### config.mk
export PLATFORM = sky130hd
export DESIGN_NAME = bitty_control_unit_flat
export DESIGN_NICKNAME = d
export VERILOG_FILES = /design/src/rtl/bitty_pkg.sv /design/src/rtl/bitty_control_unit_if.sv /design/src/rtl/bitty_watchdog.sv /design/src/rtl/bitty_control_unit.sv /design/src/flat_wrapper.sv
export SDC_FILE = /design/constraint.sdc
export NUM_CORES = 1
export LEC_CHECK = 0
export CAP_MARGIN = 25
export CORE_ASPECT_RATIO = 0.75
export CORE_MARGIN = 2
export CORE_UTILIZATION = 29
export DETAILED_ROUTE_END_ITERATION = 12
export REMOVE_ABC_BUFFERS = 1
export SYNTH_ARGS = -nofsm -noshare
export SYNTH_HDL_FRONTEND = slang
export SYNTH_HIERARCHICAL = 1
export SYNTH_SLANG_ARGS = --single-unit
### constraint.sdc
create_clock -name clk -period 5 [get_ports clk]
set_clock_uncertainty 0.1 [all_clocks]
set_input_delay 1.25 -clock clk [delete_from_list [all_inputs] [get_ports clk]]
set_output_delay 1.25 -clock clk [all_outputs]
set_load 0.01 [all_outputs]
### src/rtl/bitty_pkg.sv
// rtl/bitty_pkg.sv - shared state/format encodings and instruction decode for the Bitty control unit
package bitty_pkg;

  typedef enum logic [2:0] {
    IDLE   = 3'd0,
    FETCH  = 3'd1,
    LATCH  = 3'd2,
    DECODE = 3'd3,
    EXEC   = 3'd4,
    MEM    = 3'd5,
    WB     = 3'd6,
    HALT   = 3'd7
  } state_t;

  typedef enum logic [1:0] {
    FMT_ALU_R  = 2'b00,
    FMT_ALU_I  = 2'b01,
    FMT_BRANCH = 2'b10,
    FMT_LDST   = 2'b11
  } fmt_t;

  localparam logic [15:0] HALT_WORD = 16'hFFFF;

  typedef struct packed {
    logic is_halt;
    logic is_alu;
    logic is_branch;
    logic is_ldst;
    logic is_load;
  } dec_t;

  // HALT_WORD overrides its format bits, so every class is masked by is_halt.
  function automatic dec_t decode_ir(input logic [15:0] word);
    dec_t d;
    fmt_t f;
    f           = fmt_t'(word[1:0]);
    d.is_halt   = (word == HALT_WORD);
    d.is_alu    = !d.is_halt && ((f == FMT_ALU_R) || (f == FMT_ALU_I));
    d.is_branch = !d.is_halt && (f == FMT_BRANCH);
    d.is_ldst   = !d.is_halt && (f == FMT_LDST);
    d.is_load   = d.is_ldst && !word[2];
    return d;
  endfunction

endpackage

### src/rtl/bitty_control_unit_if.sv
// rtl/bitty_control_unit_if.sv - datapath-facing signals of the Bitty control unit
interface bitty_control_unit_if;
  logic        run;
  logic [15:0] mem_data;
  logic        alu_done;
  logic        lsu_done;
  logic [15:0] ir;
  logic        en_pc;
  logic        alu_start;
  logic        lsu_start;
  logic        en_rx;
  logic        en_last_result;
  logic [2:0]  state;
  logic        halted;
  logic        fault;
  logic [15:0] retired;

  modport master (
    input  run, mem_data, alu_done, lsu_done,
    output ir, en_pc, alu_start, lsu_start, en_rx, en_last_result,
           state, halted, fault, retired
  );

  modport slave (
    output run, mem_data, alu_done, lsu_done,
    input  ir, en_pc, alu_start, lsu_start, en_rx, en_last_result,
           state, halted, fault, retired
  );
endinterface

### src/rtl/bitty_watchdog.sv
// rtl/bitty_watchdog.sv - saturating 8-bit wait counter; expired flags the last allowed wait cycle
module bitty_watchdog #(
  parameter int TIMEOUT_CYCLES = 15
) (
  input  logic clk,
  input  logic reset,
  input  logic clear,
  input  logic enable,
  output logic expired
);

  localparam logic [7:0] LIMIT = 8'(TIMEOUT_CYCLES - 1);

  logic [7:0] count;

  always_ff @(posedge clk or negedge reset) begin
    if (!reset) begin
      count <= '0;
    end else if (clear) begin
      count <= '0;
    end else if (enable && (count != 8'hFF)) begin
      count <= count + 8'd1;
    end
  end

  // count holds the number of wait cycles already spent, so this is the final one.
  assign expired = enable && (count >= LIMIT);

endmodule

### src/rtl/bitty_control_unit.sv
// rtl/bitty_control_unit.sv - multi-cycle fetch/decode/execute/writeback sequencer; BITTY_SINGLE_STEP_EN adds a step input
module bitty_control_unit
  import bitty_pkg::*;
#(
  parameter int TIMEOUT_CYCLES = 15
) (
  input  logic clk,
  input  logic reset,
`ifdef BITTY_SINGLE_STEP_EN
  input  logic step,
`endif
  bitty_control_unit_if.master bus
);

  state_t      state_q, state_d;
  logic [15:0] ir_q;
  logic [15:0] retired_q;
  logic        halted_q;
  logic        fault_q;
  dec_t        dec;
  logic        wd_expired;
  logic        timeout;
  logic        retire;
  logic        go;
  state_t      after_retire;

  assign dec    = decode_ir(ir_q);
  assign retire = ((state_q == DECODE) && dec.is_branch) || (state_q == WB);

`ifdef BITTY_SINGLE_STEP_EN
  assign go           = bus.run && step;
  assign after_retire = IDLE;
`else
  assign go           = bus.run;
  assign after_retire = bus.run ? FETCH : IDLE;
`endif

  bitty_watchdog #(
    .TIMEOUT_CYCLES(TIMEOUT_CYCLES)
  ) u_watchdog (
    .clk    (clk),
    .reset  (reset),
    .clear  (state_q == DECODE),
    .enable ((state_q == EXEC) || (state_q == MEM)),
    .expired(wd_expired)
  );

  always_ff @(posedge clk or negedge reset) begin
    if (!reset) begin
      state_q   <= IDLE;
      ir_q      <= '0;
      retired_q <= '0;
      halted_q  <= 1'b0;
      fault_q   <= 1'b0;
    end else begin
      state_q <= state_d;
      if (state_q == LATCH) ir_q <= bus.mem_data;
      if (retire) retired_q <= retired_q + 16'd1;
      if (state_d == HALT) halted_q <= 1'b1;
      if (timeout) fault_q <= 1'b1;
    end
  end

  // A done in the expiry cycle wins over the watchdog.
  always_comb begin
    state_d = state_q;
    timeout = 1'b0;
    case (state_q)
      IDLE:   if (go) state_d = FETCH;
      FETCH:  state_d = LATCH;
      LATCH:  state_d = DECODE;
      DECODE: begin
        if (dec.is_halt)        state_d = HALT;
        else if (dec.is_branch) state_d = after_retire;
        else if (dec.is_alu)    state_d = EXEC;
        else                    state_d = MEM;
      end
      EXEC: begin
        if (bus.alu_done) begin
          state_d = WB;
        end else if (wd_expired) begin
          state_d = HALT;
          timeout = 1'b1;
        end
      end
      MEM: begin
        if (bus.lsu_done) begin
          state_d = WB;
        end else if (wd_expired) begin
          state_d = HALT;
          timeout = 1'b1;
        end
      end
      WB:      state_d = after_retire;
      HALT:    state_d = HALT;
      default: state_d = IDLE;
    endcase
  end

  assign bus.ir             = ir_q;
  assign bus.en_pc          = retire;
  assign bus.alu_start      = (state_q == DECODE) && dec.is_alu;
  assign bus.lsu_start      = (state_q == DECODE) && dec.is_ldst;
  assign bus.en_rx          = (state_q == WB) && (dec.is_alu || dec.is_load);
  assign bus.en_last_result = (state_q == WB) && dec.is_alu;
  assign bus.state          = state_q;
  assign bus.halted         = halted_q;
  assign bus.fault          = fault_q;
  assign bus.retired        = retired_q;

endmodule

### src/flat_wrapper.sv
// flat-port wrapper written by rule: the top's interface ports become plain ports
module bitty_control_unit_flat import bitty_pkg::*;
#(
  parameter int TIMEOUT_CYCLES = 15
)
  (clk, reset, bus_run, bus_mem_data, bus_alu_done, bus_lsu_done, bus_ir, bus_en_pc, bus_alu_start, bus_lsu_start, bus_en_rx, bus_en_last_result, bus_state, bus_halted, bus_fault, bus_retired);
  bitty_control_unit_if bus_i ();
  input  logic clk;
  input  logic reset;
  input wire logic [$bits(bus_i.run)-1:0] bus_run;
  input wire logic [$bits(bus_i.mem_data)-1:0] bus_mem_data;
  input wire logic [$bits(bus_i.alu_done)-1:0] bus_alu_done;
  input wire logic [$bits(bus_i.lsu_done)-1:0] bus_lsu_done;
  output wire logic [$bits(bus_i.ir)-1:0] bus_ir;
  output wire logic [$bits(bus_i.en_pc)-1:0] bus_en_pc;
  output wire logic [$bits(bus_i.alu_start)-1:0] bus_alu_start;
  output wire logic [$bits(bus_i.lsu_start)-1:0] bus_lsu_start;
  output wire logic [$bits(bus_i.en_rx)-1:0] bus_en_rx;
  output wire logic [$bits(bus_i.en_last_result)-1:0] bus_en_last_result;
  output wire logic [$bits(bus_i.state)-1:0] bus_state;
  output wire logic [$bits(bus_i.halted)-1:0] bus_halted;
  output wire logic [$bits(bus_i.fault)-1:0] bus_fault;
  output wire logic [$bits(bus_i.retired)-1:0] bus_retired;
  assign bus_i.run = bus_run;
  assign bus_i.mem_data = bus_mem_data;
  assign bus_i.alu_done = bus_alu_done;
  assign bus_i.lsu_done = bus_lsu_done;
  assign bus_ir = bus_i.ir;
  assign bus_en_pc = bus_i.en_pc;
  assign bus_alu_start = bus_i.alu_start;
  assign bus_lsu_start = bus_i.lsu_start;
  assign bus_en_rx = bus_i.en_rx;
  assign bus_en_last_result = bus_i.en_last_result;
  assign bus_state = bus_i.state;
  assign bus_halted = bus_i.halted;
  assign bus_fault = bus_i.fault;
  assign bus_retired = bus_i.retired;
  bitty_control_unit #(.TIMEOUT_CYCLES(TIMEOUT_CYCLES)) u_core (.clk(clk), .reset(reset), .bus(bus_i));
endmodule
# Word level (Yosys, flattened, before mapping)
# Cells that the tools add are included.
[word_totals] out_inout_bits=42 elab_cells=57 register_bits=45 inputBits=21
[classes] n_addsub=2 reduce_logical=20 n_lt_le_gt_ge=1 mux=15 n_eq_ne=13
[ops] op="$pmux 3 s8" n=1
[ops] op="$mux 3" n=6
[ops] op="$add 16x1->16 const B" n=1
[ops] op="$eq 16x16->1 const B" n=1
[ops] op="$mux 8" n=2
[ops] op="$eq 3x3->1 const B" n=5
[ops] op="$logic_and 1x1->1" n=11
[ops] op="$add 8x1->8 const B" n=1
[ops] op="$ge 8x4->1 const B" n=1
[ops] op="$ne 8x8->1 const B" n=1
[ops] op="$eq 3x2->1 const B" n=2
[ops] op="$mux 1" n=5
[ops] op="$eq 2x2->1 const B" n=2
[ops] op="$logic_or 1x1->1" n=4
[ops] op="$eq 3x1->1 const B" n=1
[ops] op="$logic_not 3->1" n=1
[ops] op="$eq 2x1->1 const B" n=1
[ops] op="$logic_not 1->1" n=2
[ops] op="$logic_not 2->1" n=1
[ops] op="$pmux 1 s2" n=1
[ops] op="$reduce_bool 2->1" n=1

# Longest topological paths before layout
# Gate-level depths: netlist of the first run.
[logic_depth] word_depth=8 mapped_depth=8 depth_no_buf=8

# Hierarchy
# The synthesis of the first run kept the hierarchy.
[modules_own_cells] mod="bitty_control_unit" n_inst=1 seq_area_each_um2=925.9 area_each_um2=1727.9 cells_each=139
[modules_own_cells] mod="bitty_watchdog" n_inst=1 seq_area_each_um2=200.2 area_each_um2=501.7 cells_each=52

# Worst setup path after synthesis of the first run
# OpenSTA, ideal clock, no wires.
[synth_timing] path_kind="register -> output" start="register u_core.ir_q[14], in the netlist u_core/bus.ir[14]" end="output port bus_lsu_start" required_ps=3650 arrival_time_ps=1286 path_buffers=0 setup_slack_ps=2364 stages_incl_launch_ff=4 cell_sequence="dfrtp_1 -> nand4_1 -> or4_4 -> and4_2"
[synth_via] elab_chain_cells=4
[synth_lines] element="from (decl)" line="bitty_control_unit.sv:16" rtl="logic [15:0] ir_q;"
[synth_lines] element="from (signal assigned)" line="bitty_control_unit.sv:57" rtl="if (state_q == LATCH) ir_q <= bus.mem_data;"
[synth_lines] element="$eq 16x16->1" line="bitty_pkg.sv:37" rtl="d.is_halt = (word == HALT_WORD);"
[synth_lines] element="$logic_not 1->1" line="bitty_pkg.sv:40" rtl="d.is_ldst = !d.is_halt && (f == FMT_LDST);"
[synth_lines] element="$logic_and 1x1->1" line="bitty_pkg.sv:40"
[synth_lines] element="$logic_and 1x1->1" line="bitty_control_unit.sv:103" rtl="assign bus.lsu_start = (state_q == DECODE) && dec.is_ldst;"
[synth_lines] element="to (decl)" line="flat_wrapper.sv:17" rtl="output wire logic [$bits(bus_i.lsu_start)-1:0] bus_lsu_start;"
# Every way passes these cells.

# Final worst setup path of the first run
[layout_timing] start="register u_core.state_q[0], in the netlist u_core/bus.state[0]" end="output port bus_lsu_start"
[layout_via] elab_chain_cells=2
[layout_lines] element="from (decl)" line="bitty_control_unit.sv:15" rtl="state_t state_q, state_d;"
[layout_lines] element="from (signal assigned)" line="bitty_control_unit.sv:56" rtl="state_q <= state_d;"
[layout_lines] element="$eq 3x2->1" line="bitty_control_unit.sv:103"
[layout_lines] element="$logic_and 1x1->1" line="bitty_control_unit.sv:103"
# Every way passes these cells.

==> impl_metrics.env, run 1 <==
export IMPL_clock_sinks=45
export IMPL_asyncSetResetFlopFracSynth_pct=100
export IMPL_syn_inst=191
export IMPL_power_share_clock_pct=14.7
export IMPL_grtUsageTotal_pct=12.5
export IMPL_grt_overflow_total=0
export IMPL_clockBufferDepth=2
export IMPL_fin_crit_sh_pct=74.8
export IMPL_powerDensity_mw_per_mm2=518
export IMPL_synth_edff_count=0
export IMPL_numCtsBuffers=5
export IMPL_io_buffers=62
export IMPL_status="finished clean"
export IMPL_fin_cells=356
export IMPL_slew_violations=0
export IMPL_dp_hpwl_um=3810
export IMPL_period_minus_slack_ns=3.74
export IMPL_ctsHtreeMaxLevel=2
export IMPL_postCtsResizedCells=0
export IMPL_gp_congestion=0.763
export IMPL_worst_path_max_fanout=12
export IMPL_maxCapViolCount=0
export IMPL_synthDistinctLibCells=54
export IMPL_irDropWorstVdd_mv=0.234
export IMPL_cp_slowest_stage_delay_ns=0.58
export IMPL_drtIter0Drc=63
export IMPL_tns_ns=0
export IMPL_core_area_mm2=0.00740
export IMPL_row_count=27
export IMPL_power_frac_seq_pct=41.0
export IMPL_end_kind="output port"
export IMPL_syn_to_final_growth_pct=36.1
export IMPL_yosysWarnings=6
export IMPL_vias_per_cell=4.79
export IMPL_placed_area_mm2=0.00295
export IMPL_internal_power_mw=0.993
export IMPL_cts_tree="built"
export IMPL_grt_pass1_vias=1677
export IMPL_dp_cells=348
export IMPL_comb_power_share_pct=44.4
export IMPL_n_fill_cell=733
export IMPL_p_sw_mw=0.578
export IMPL_worst_slew_pin_slew_ns=0.778
export IMPL_grt_antenna_before_repair=0
export IMPL_grt_pass1_wl_um=8330
export IMPL_fp_dieW_um=105
export IMPL_clkTransAtPathRegs_ns=0.09
export IMPL_critPathSlowestCell="dfrtp_1"
export IMPL_power_leakage_nw=1.24
export IMPL_rsz0062_at_grt="false"
export IMPL_design_area_mm2=0.00304
export IMPL_cts_hold_fix_buffers=0
export IMPL_finalHoldViolCount=0
export IMPL_swShare_pct=36.8
export IMPL_maxSlewHeadroom_pct=47.9
export IMPL_hold_class="reg2reg"
export IMPL_cp_required_ns=3.65
export IMPL_cts_setup_buffers=0
export IMPL_io_pins=63
export IMPL_seq_area_frac_synth_pct=50.5
export IMPL_timing_fmax_mhz=267
export IMPL_wirelength_um=5130
export IMPL_crit_chain="nor2b_1 > nand2_1 > inv_1 > and4_2 > clkdlybuf4s50_1"
export IMPL_finalSetupViolations=0
export IMPL_synth_ff_type="dfrtp_1"
export IMPL_ys_seq_elements=45
export IMPL_start_kind="flop"
export IMPL_insertedDiodeCount=0
export IMPL_worst_setup_path_type="reg2out"
export IMPL_wl_per_cell_um=14.4
export IMPL_die_h_um=79.9
export IMPL_synth_avg_cell_area_um2=11.7
export IMPL_grt_max_degree=35
export IMPL_die_area_mm2=0.00841
export IMPL_drcViolationCount=0
export IMPL_crit_arrival_ns=2.39
export IMPL_cts_root_buffer="clkbuf_8"
export IMPL_critical_path_top_delay_family="buffers and inverters"
export IMPL_first_pass_iters=4
export IMPL_drive_above_1_share_pct=15.3
export IMPL_cp_num_buf_inv=2
export IMPL_netlist_area_mm2=0.00223
export IMPL_clk_latency_ns=0.30
export IMPL_vias=1707
export IMPL_antenna_left=0
export IMPL_initial_utilization_pct=30.1
export IMPL_finalNetCount=278
-- worst reg2reg max path, delay by kind of cell, from the launching register on --
kind             cells  cell delay [ns]
AND/OR/NAND/NOR      1             0.49
flip-flops           1             0.55
AO/OA/AOI/OAI        5             1.15
-- power by group through the flow --
| stage | Combinational (mW) | Sequential, mW | Clock (mW) |
|---|---|---|---|
| floorplan | 0.329 | 0.667 | 0 |
| global placement | 0.694 | 0.648 | 0 |
| detailed placement | 0.704 | 0.654 | 0 |
| CTS | 0.710 | 0.647 | 0.243 |
| global route | 0.763 | 0.674 | 0.259 |
| finish | 0.697 | 0.644 | 0.231 |
-- synthesized netlist by cell type (2+ instances only) --
master    number  area [µm²]
and4_1         3        26.3
xor2_1         3        26.3
nand2b_1       3        18.8
a21oi_1        5        25.0
nand4_1        8        50.1
a31oi_1        3        18.8
dfrtp_1       45        1130
xnor2_1       12         105
nor2b_1        5        31.3
nor3_1         2        10.0
buf_4          5        37.5
mux2_2        17         191
inv_1          6        22.5
o21ai_0        5        25.0
nor4bb_1       2        20.0
and3_1         6        37.5
nand2_1        9        33.8
a21boi_0       2        15.0
nand3_1        5        25.0
nor2_1         9        33.8
ha_1           3        37.5
-- cell type report --
class                   count  area [µm²]  area share (%)
flip-flops and latches     45        1130            37.1
clock buffers               5        68.8            2.27
well taps                 101         126            4.16
clock inverters             3        21.3           0.701
multi-input cells         132        1030            34.0
inverters                   7        26.3           0.866
repair buffers             63         636            20.9
-- placed cells by master (no fill, tap or decap), drive strengths merged, types with 2 or more instances in the layout --
master / n
nand2: 9
clkdlybuf4s50: 61
nand4: 9
xor2: 3
and4: 4
o2111a: 2
dfrtp: 45
a21oi: 5
buf: 2
nand2b: 3
a21boi: 2
xnor2: 12
inv: 8
ha: 3
nor2: 9
o21ai: 5
clkbuf: 5
mux2: 19
a31o: 2
nor3: 4
nor2b: 5
nand3: 5
a31oi: 3
nor4bb: 2
and3: 6
-- kinds of logic (layout without fill, tap and decap cells) --
family,after synthesis,in the layout,share of synthesized area [%]
AOI/OAI and AO/OA,30,30,10.2
xor gates and xnor gates,15,15,5.89
adders and majority gates,3,3,1.68
buffers and inverters,14,78,3.25
DFF,45,45,50.5
muxes,20,20,10.2
and+or+nand+nor,64,64,18.3
-- worst paths after layout --
path	startpoint	to	slack, ns	cells after the start
min in group asynchronous	reset	u_core/bus.retired[13]$_DFFE_PN0P_	0.73	1
hold / removal	u_core/bus.retired[15]$_DFFE_PN0P_	u_core/bus.retired[15]$_DFFE_PN0P_	0.38	1
max in group asynchronous	reset	u_core/u_watchdog/count[1]$_DFFE_PN0P_	3.59	2
setup reg to reg	u_core/bus.state[2]$_DFF_PN0_	u_core/bus.halted$_DFFE_PN0N_	2.64	6
setup / recovery	u_core/bus.state[0]$_DFF_PN0_	bus_lsu_start	1.26	5
hold reg to reg	u_core/bus.retired[15]$_DFFE_PN0P_	u_core/bus.retired[15]$_DFFE_PN0P_	0.38	1
-- registers in the layout (all words and copies together), names as in the netlist --
signal                   cells
u_core/bus.ir               16
u_core/bus.fault             1
u_core/bus.state             3
u_core/bus.retired          16
u_core/bus.halted            1
u_core/u_watchdog/count      8
-- metal layers --
| layer | routed length, µm | track usage (%) | vias to the layer above | part of all wire [%] |
|---|---|---|---|---|
| met4 | 50 | 4.00 | 0 | 0.97 |
| met3 | 346 | 4.49 | 4 | 6.7 |
| met5 | 0 | 0 | - | 0 |
| met1 | 2500 | 16.8 | 828 | 49 |
| li1 | - | - | 831 | - |
| met2 | 2230 | 18.8 | 44 | 43 |
-- metrics by stage --
step | power (mW) | util [%] | setup WS, ns | hold WS, ns
2_1_floorplan | 0.996 | - | 2.28 | 0.406
3_3_place_gp | 1.34 | 39.5 | 1.68 | 0.367
3_5_place_dp | 1.36 | 39.8 | 1.58 | 0.373
4_1_cts | 1.60 | 41.0 | 1.23 | 0.386
5_1_grt | 1.70 | 41.0 | 1.11 | 0.400
6_report | 1.57 | 41.0 | 1.26 | 0.380
Note: power is estimated with default switching activity, not from simulation.
==> inputs of run 2 (changes only) <==
==> constraint.sdc (replaced) <==
create_clock -name clk -period 3.3 [get_ports clk]
set_clock_uncertainty 0.1 [all_clocks]
set_input_delay 0.825 -clock clk [delete_from_list [all_inputs] [get_ports clk]]
set_output_delay 0.825 -clock clk [all_outputs]
set_load 0.01 [all_outputs]
==> impl_metrics.env, run 2 (same netlist as run 1, synthesis figures left out) <==
export IMPL_slew_violations=0
export IMPL_row_count=27
export IMPL_worst_slew_pin_slew_ns=0.750
export IMPL_die_area_mm2=0.00841
export IMPL_fp_dieW_um=105
export IMPL_cp_required_ns=2.37
export IMPL_worst_path_max_fanout=11
export IMPL_rsz0062_at_grt="false"
export IMPL_crit_chain="nor2b_1 > nand2_1 > inv_2 > and4_2 > clkdlybuf4s50_1"
export IMPL_clk_latency_ns=0.30
export IMPL_start_kind="flop"
export IMPL_crit_arrival_ns=2.16
export IMPL_cts_tree="built"
export IMPL_grt_antenna_before_repair=0
export IMPL_tns_ns=0
export IMPL_end_kind="output port"
export IMPL_status="finished clean"
export IMPL_finalNetCount=281
export IMPL_first_pass_iters=4
export IMPL_n_fill_cell=692
export IMPL_die_h_um=79.9
export IMPL_hold_class="in2async"
export IMPL_wirelength_um=5250
export IMPL_clkTransAtPathRegs_ns=0.09
export IMPL_layout_common_cells="clkdlybuf4s50_1, dfrtp_1, mux2_2"
export IMPL_io_buffers=62
export IMPL_core_area_mm2=0.00740
export IMPL_gp_congestion=0.765
export IMPL_design_area_mm2=0.00309
export IMPL_worst_setup_path_type="reg2out"
export IMPL_finalSetupViolations=0
export IMPL_grt_pass1_wl_um=8850
export IMPL_io_pins=63
export IMPL_maxSlewHeadroom_pct=49.9
export IMPL_final_common_cell="clkdlybuf4s50_1"
export IMPL_grtUsageTotal_pct=13.2
export IMPL_fin_util_pct=41.7
export IMPL_grt_max_degree=27
export IMPL_wl_per_cell_um=14.6
export IMPL_irDropWorstVdd_mv=0.401
export IMPL_setup_slack_ns=0.215
export IMPL_grt_pass1_vias=1757
export IMPL_drtIter0Drc=120
export IMPL_dp_cells=351
export IMPL_cp_slowest_stage_delay_ns=0.53
export IMPL_clockBufferDepth=2
export IMPL_antenna_left=0
export IMPL_drive_above_1_share_pct=16.7
export IMPL_holdWs_ns=0.376
export IMPL_fin_cells=359
export IMPL_grt_overflow_total=0
export IMPL_placed_area_mm2=0.00297
export IMPL_power_leakage_nw=1.27
export IMPL_vias=1729
export IMPL_period_minus_slack_ns=3.08
export IMPL_dp_hpwl_um=3930
export IMPL_ctsHtreeMaxLevel=2
export IMPL_fin_crit_sh_pct=93.5
export IMPL_cts_hold_fix_buffers=0
export IMPL_insertedDiodeCount=0
export IMPL_finalPower_mw=2.51
export IMPL_numCtsBuffers=5
export IMPL_clock_sinks=45
export IMPL_powerDensity_mw_per_mm2=813
export IMPL_syn_to_final_growth_pct=38.5
export IMPL_maxCapViolCount=0
export IMPL_initial_utilization_pct=30.1
export IMPL_finalHoldViolCount=0
export IMPL_post_place_ws_ns=0.426
export IMPL_vias_per_cell=4.82
export IMPL_critPathSlowestCell="clkdlybuf4s50_1"
export IMPL_timing_fmax_mhz=324
export IMPL_cts_root_buffer="clkbuf_8"
export IMPL_drcViolationCount=0
run 2: cell types whose count changed in the layout (fill, tap and decap cells not counted):
cell | before | now
buf_4 | 0 | 3
inv_1 | 6 | 5
inv_2 | 1 | 2
inv_6 | 1 | 0
clkbuf_8 | 5 | 6
clkinv_2 | 1 | 0
bufinv_16 | 0 | 1
run 2: worst max-delay path, delay by kind of cell (launching register included):
kind          cells  cell delay, ns
buf+inv           2            0.72
simple gates      3            0.63
flops             1            0.50
run 2: layout make-up:
class / count / area, µm² / area share (%)
Clock inverter: 2 / 37.5 / 1.22
Inverter: 7 / 26.3 / 0.851
Clock buffer: 6 / 82.6 / 2.67
Multi-Input combinational cell: 132 / 1030 / 33.4
Tap cell: 101 / 126 / 4.09
Sequential cell: 45 / 1130 / 36.5
Timing Repair Buffer: 66 / 658 / 21.3
run 2: repair_timing:
item,CTS,global route
endpoints found under the setup margin,0,1
gates resized for setup,0,1
buffers inserted,0,0
run 2: path summary, 6_finish.rpt:
check                                                    from                            endpoint  slack [ns]  cells past startpoint
max                             u_core/bus.state[2]$_DFF_PN0_                       bus_lsu_start        0.22                      5
min                                                     reset  u_core/bus.retired[13]$_DFFE_PN0P_        0.38                      1
max reg2reg                     u_core/bus.state[2]$_DFF_PN0_       u_core/bus.halted$_DFFE_PN0N_        1.05                      7
min reg2reg                u_core/bus.retired[15]$_DFFE_PN0P_  u_core/bus.retired[15]$_DFFE_PN0P_        0.38                      1
max in group asynchronous                               reset        u_core/bus.ir[0]$_DFFE_PN0P_        2.20                      2
min in group clk           u_core/bus.retired[15]$_DFFE_PN0P_  u_core/bus.retired[15]$_DFFE_PN0P_        0.38                      1
run 2: layer usage:
metal	global-route usage, %	share of wire (%)	up-vias
met5	0	0	-
met4	3.73	0.59	0
met3	4.16	6.0	4
met2	19.4	43	45
met1	18.5	51	854
li1	-	-	826
run 2: power breakdown:
part / leakage [nW] / internal (mW) / total [mW] / switching, mW
clock: 0.0574 / 0.247 / 0.446 / 0.199
sequential: 0.569 / 0.741 / 0.948 / 0.206
combinational: 0.640 / 0.636 / 1.12 / 0.482
total: 1.27 / 1.62 / 2.51 / 0.887
